<file path="config.mk">
export PLATFORM = sky130hd
export DESIGN_NAME = rr_mux_select_arbiter
export DESIGN_NICKNAME = d
export VERILOG_FILES = /design/src/rtl/rr_mux_select_arbiter_pkg.sv /design/src/rtl/rr_mux_select_arbiter_priority_pick.sv /design/src/rtl/rr_mux_select_arbiter.sv
export SDC_FILE = /design/constraint.sdc
export NUM_CORES = 1
export LEC_CHECK = 0
export BUFFER_PORTS_ARGS = -buffer_cell sky130_fd_sc_hd__buf_4
export CAP_MARGIN = 5
export CORE_MARGIN = 2
export CORE_UTILIZATION = 62
export CTS_BUF_LIST = sky130_fd_sc_hd__clkbuf_8
export CTS_CLUSTER_SIZE = 16
export DETAILED_ROUTE_END_ITERATION = 8
export HOLD_SLACK_MARGIN = 0.12
export PLACE_DENSITY = 0.86
export SYNTH_ARGS = -nofsm -noshare
export SYNTH_HDL_FRONTEND = slang
export SYNTH_SLANG_ARGS = --single-unit
</file>
<file path="constraint.sdc">
create_clock -name clk -period 3.68 [get_ports clk]
set_input_delay 0.736 -clock clk [delete_from_list [all_inputs] [get_ports clk]]
set_output_delay 0.736 -clock clk [all_outputs]
set_load 0.1 [all_outputs]
</file>
<file path="src/rtl/rr_mux_select_arbiter_pkg.sv">
// Shared constants and state encoding for the round-robin select arbiter
// and the 4:1 bit multiplexer it drives.
package rr_mux_select_arbiter_pkg;

  localparam int NUM_REQ = 4;
  localparam int SEL_W   = 2;

  typedef enum logic {
    IDLE    = 1'b0,
    GRANTED = 1'b1
  } arb_state_e;

endpackage

</file>
<file path="src/rtl/rr_mux_select_arbiter_priority_pick.sv">
// Combinational round-robin pick: first set request bit searching
// last+1, last+2, last+3, last (modulo NUM_REQ).
module rr_priority_pick
  import rr_mux_select_arbiter_pkg::*;
(
  input  logic [NUM_REQ-1:0] req,
  input  logic [SEL_W-1:0]   last,
  output logic               any,
  output logic [SEL_W-1:0]   idx
);

  logic [SEL_W-1:0] cand;

  always_comb begin
    // NOTE: every output of a combinational block gets a default first so
    // no path through the loop leaves it unassigned (which would infer a latch).
    any  = 1'b0;
    idx  = '0;
    cand = '0;
    for (int k = 1; k <= NUM_REQ; k++) begin
      cand = last + SEL_W'(k);
      if (!any && req[cand]) begin
        any = 1'b1;
        idx = cand;
      end
    end
  end

endmodule

</file>
<file path="src/rtl/rr_mux_select_arbiter.sv">
// Round-robin arbiter producing the registered select for a 4:1 bit mux;
// grants end on done, requester drop or hold timeout, with one idle bubble.
module rr_mux_select_arbiter
  import rr_mux_select_arbiter_pkg::*;
#(
  parameter int MAX_HOLD = 8,
  parameter int CNT_W    = 8
) (
  input  logic               clk,
  input  logic               reset,
  input  logic [NUM_REQ-1:0] req,
  input  logic               done,
  output logic [SEL_W-1:0]   control,
  output logic [NUM_REQ-1:0] grant,
  output logic               grant_valid,
  output logic               timeout
);

  localparam logic [CNT_W-1:0] MAX_CNT = CNT_W'(MAX_HOLD);

  arb_state_e         state_q, state_d;
  logic [CNT_W-1:0]   hold_cnt, cnt_d;
  logic [SEL_W-1:0]   last_q, last_d;
  logic [SEL_W-1:0]   control_d;
  logic [NUM_REQ-1:0] grant_d;
  logic               grant_valid_d, timeout_d;
  logic               pick_any;
  logic [SEL_W-1:0]   pick_idx;
  logic               release_grant;

  rr_priority_pick u_pick (
    .req  (req),
    .last (last_q),
    .any  (pick_any),
    .idx  (pick_idx)
  );

  assign release_grant = done || !req[control] || (hold_cnt == MAX_CNT);

  always_comb begin
    state_d       = state_q;
    cnt_d         = hold_cnt;
    last_d        = last_q;
    control_d     = control;
    grant_d       = grant;
    grant_valid_d = grant_valid;
    timeout_d     = 1'b0;
    unique case (state_q)
      IDLE: begin
        if (pick_any) begin
          state_d       = GRANTED;
          control_d     = pick_idx;
          grant_d       = NUM_REQ'(1) << pick_idx;
          grant_valid_d = 1'b1;
          cnt_d         = CNT_W'(1);
        end
      end
      GRANTED: begin
        if (release_grant) begin
          // control is left untouched so the mux output stays put through the bubble
          state_d       = IDLE;
          grant_d       = '0;
          grant_valid_d = 1'b0;
          last_d        = control;
          cnt_d         = '0;
          timeout_d     = !done && req[control];
        end else if (hold_cnt != MAX_CNT) begin
          cnt_d = hold_cnt + CNT_W'(1);
        end
      end
      default: state_d = IDLE;
    endcase
  end

  always_ff @(posedge clk) begin
    // NOTE: sequential state uses non-blocking assignments so every register
    // samples the pre-edge values regardless of statement order.
    if (reset) begin
      state_q     <= IDLE;
      hold_cnt    <= '0;
      last_q      <= SEL_W'(NUM_REQ - 1);
      control     <= '0;
      grant       <= '0;
      grant_valid <= 1'b0;
      timeout     <= 1'b0;
    end else begin
      state_q     <= state_d;
      hold_cnt    <= cnt_d;
      last_q      <= last_d;
      control     <= control_d;
      grant       <= grant_d;
      grant_valid <= grant_valid_d;
      timeout     <= timeout_d;
    end
  end

endmodule
</file>
==> results.cfg <==
[clock_tree]
cts_hold_buffers = 0
numCtsBuffers = 3
cts_setup_buffers = 0
path_clk_slew_ns = 0.08
cts-htree-levels = 1
clkLatencyLatePin_ns = 0.26
cts.repair.resized = 0
cts_tree = built
root_buffer = clkbuf_8
cts_buffer_depth = 2
cts.sinks = 19

[setup_path]
cp_slowest_cell = nor4_2
cpLargestDelayFamily = simple AND/OR/NAND/NOR gates
cp.depth = 5
r2r_cells = 6
critPathBufInv = 1
arrival_ns = 2.08
crit_fanout = 9
end_kind = flip-flop
r2r_slack_ns = 1.92
cpPeakStageDelay_ns = 0.41
path_class = in2reg
worstPathRequired_ns = 3.85
crit_path_start_kind = input pin
worstPathCellList = buf_4 -> nor4_2 -> and2b_1 -> a21oi_2 -> o32ai_1

[floorplan]
coreArea_um2 = 1520
initial_utilization = 0.676
dieArea_um2 = 2000
top_level_ports = 15
die_y_um = 44.8
die_w_um = 44.8
num_rows = 14

[routing]
antenna_left = 0
drc = 0
drt-total-wl_um = 2380
firstDrtPassIters = 4
wl_per_cell_um = 16.1
wl_met2_um = 1150
drt_iter0_markers = 41
via_per_inst = 6.58
dr_total_vias = 974
met3_length_um = 146
highest_layer = met4
met1_length_um = 1050

[sta]
period_share = 0.519
fin_setup_tns_ns = 0
max_freq_mhz = 523
hold_ws_ns = 0.474
finalCriticalPeriod_ns = 1.91
fin_ws_ns = 1.77
setup_violations = 0
fin_skew_ns = 0.00976
hold_violations = 0
worst_pin_slew_ns = 0.657
rsz0062_at_grt = false
final-max-slew-violation-count = 0
max_slew_margin = 0.562

[synthesis]
synth_flop_cell = dfxtp_1
synthCells = 118
syn-num-nets = 127
avgSynthCellArea_um2 = 8.73
yosysWarnings = 0
synth_cell_types = 41
yosys.area.top_type = dfxtp_1
yosys.area_share.simple = 0.284
synthXorXnorAreaFrac = 0
synth_mux_area_frac = 0.0389
synth-seq-cells = 19
synth.top_cell.area_share = 0.369
seq_area_frac_synth = 0.369
netlist_area_um2 = 1030
synth-edff-count = 0
synthArstFlopShare = 0
synth_area_leaders = dfxtp_1 37%, nand2_1 5.5%, mux2i_1 3.9%
yosysMostFrequentCell = dfxtp_1
synth_top_family_by_area = simple AND/OR/NAND/NOR gates
yosys-top-cells-count = 19 x dfxtp_1, 15 x nand2_1, 10 x nor2_1, 6 x a21oi_1
synth_fa_ha_area_frac = 0.0243
synth_compound_area_frac = 0.245

[place]
numPortBuffers = 14
hpwl_um = 1740
place.gp.congestion = 0.911
place_ws_ns = 1.53

[global_route]
grt.total_usage = 0.277
first_global_vias = 870
antenna_found_initial = 0
grt_max_degree = 21
grt_pass1_wl_um = 3930
grt_overflow_total = 0

[layout]
drive_gt1_frac = 0.212
syn_to_final_growth_pct = 14.7
fin_nets = 142
nFillCells = 112
n_antenna_cell = 0

[power_and_ir_drop]
pwr_density_cell_nw_per_um2 = 448
p_leak_nw = 0.435
total_power_mw = 0.529
peakVddDrop_mv = 0.241

[job]
cap_violations = 0

[min_path]
hold_path_depth = 2
hold_class = reg2reg

[run_status]
status = complete, no violations
[tightest hold or removal path: stages, from the launching register on]
cell	delay, ns
dfxtp_1	0.32
nand2_1	0.06
o22ai_1	0.05
[cell usage in the layout, fill, tap and decap left out, types with 2 or more instances in the layout]
master / netlist / final
nor2_1: 10 / 10
nand4b_1: 2 / 2
dfxtp_1: 19 / 19
a31oi_1: 4 / 4
clkbuf_8: 0 / 3
nand4_1: 2 / 2
o32ai_2: 2 / 2
mux2i_1: 4 / 4
o32ai_1: 2 / 2
buf_4: 1 / 14
nor3_1: 4 / 4
a21oi_1: 6 / 6
ha_1: 2 / 2
o211ai_1: 4 / 4
a21boi_2: 2 / 2
or2b_1: 4 / 4
o21a_1: 2 / 2
nand3_1: 5 / 5
inv_1: 5 / 5
nand2_1: 15 / 15
[layer usage]
| metal | GRT usage | up-vias |
|---|---|---|
| li1 | - | 467 |
| met1 | 0.335 | 469 |
| met2 | 0.467 | 33 |
| met3 | 0.0720 | 5 |
| met4 | 0.109 | 0 |
| met5 | 0 | - |
[flip-flops by register name, summed over array words and instances, names as in the netlist]
| register | count |
|---|---|
| hold_cnt | 8 |
| grant | 4 |
| control | 2 |
| last_q | 2 |
| grant_valid | 1 |
| state_q | 1 |
| timeout | 1 |
[through the flow]
stage	util	std cells	instance area [µm²]
after global routing	0.775	148	1180
after CTS	0.775	148	1180
after floorplan	-	118	1030
after global placement	0.745	144	1130
after detailed placement	0.745	144	1130
final	0.775	148	1180
[logic make-up after synthesis]
group | after synthesis
AOI/OAI and AO/OA | 31
buffers and inverters | 9
and+or+nand+nor | 53
muxes | 4
adders and majority gates | 2
DFF | 19
[power breakdown]
group          internal, mW  total, mW  switching (mW)
registers             0.219      0.233          0.0135
logic                0.0437      0.150           0.106
clock network        0.0755      0.147          0.0714
total                 0.338      0.529           0.191
[path summary, 6_finish.rpt]
kind               start     endpoint
min reg2reg  grant_valid  grant_valid
max               req[1]     grant[1]
max reg2reg  hold_cnt[0]     grant[1]
min          grant_valid  grant_valid
[cell type report]
type | count | area [µm²] | share of cell area
multi-input cells | 90 | 611 | 0.517
inverters | 5 | 18.8 | 0.0159
clock buffers | 3 | 41.3 | 0.0350
repair buffers | 14 | 105 | 0.0890
well taps | 16 | 20.0 | 0.0169
flip-flops and latches | 19 | 380 | 0.322
clock inverters | 1 | 5.00 | 0.00424
Power figures use the tool's default switching activity.
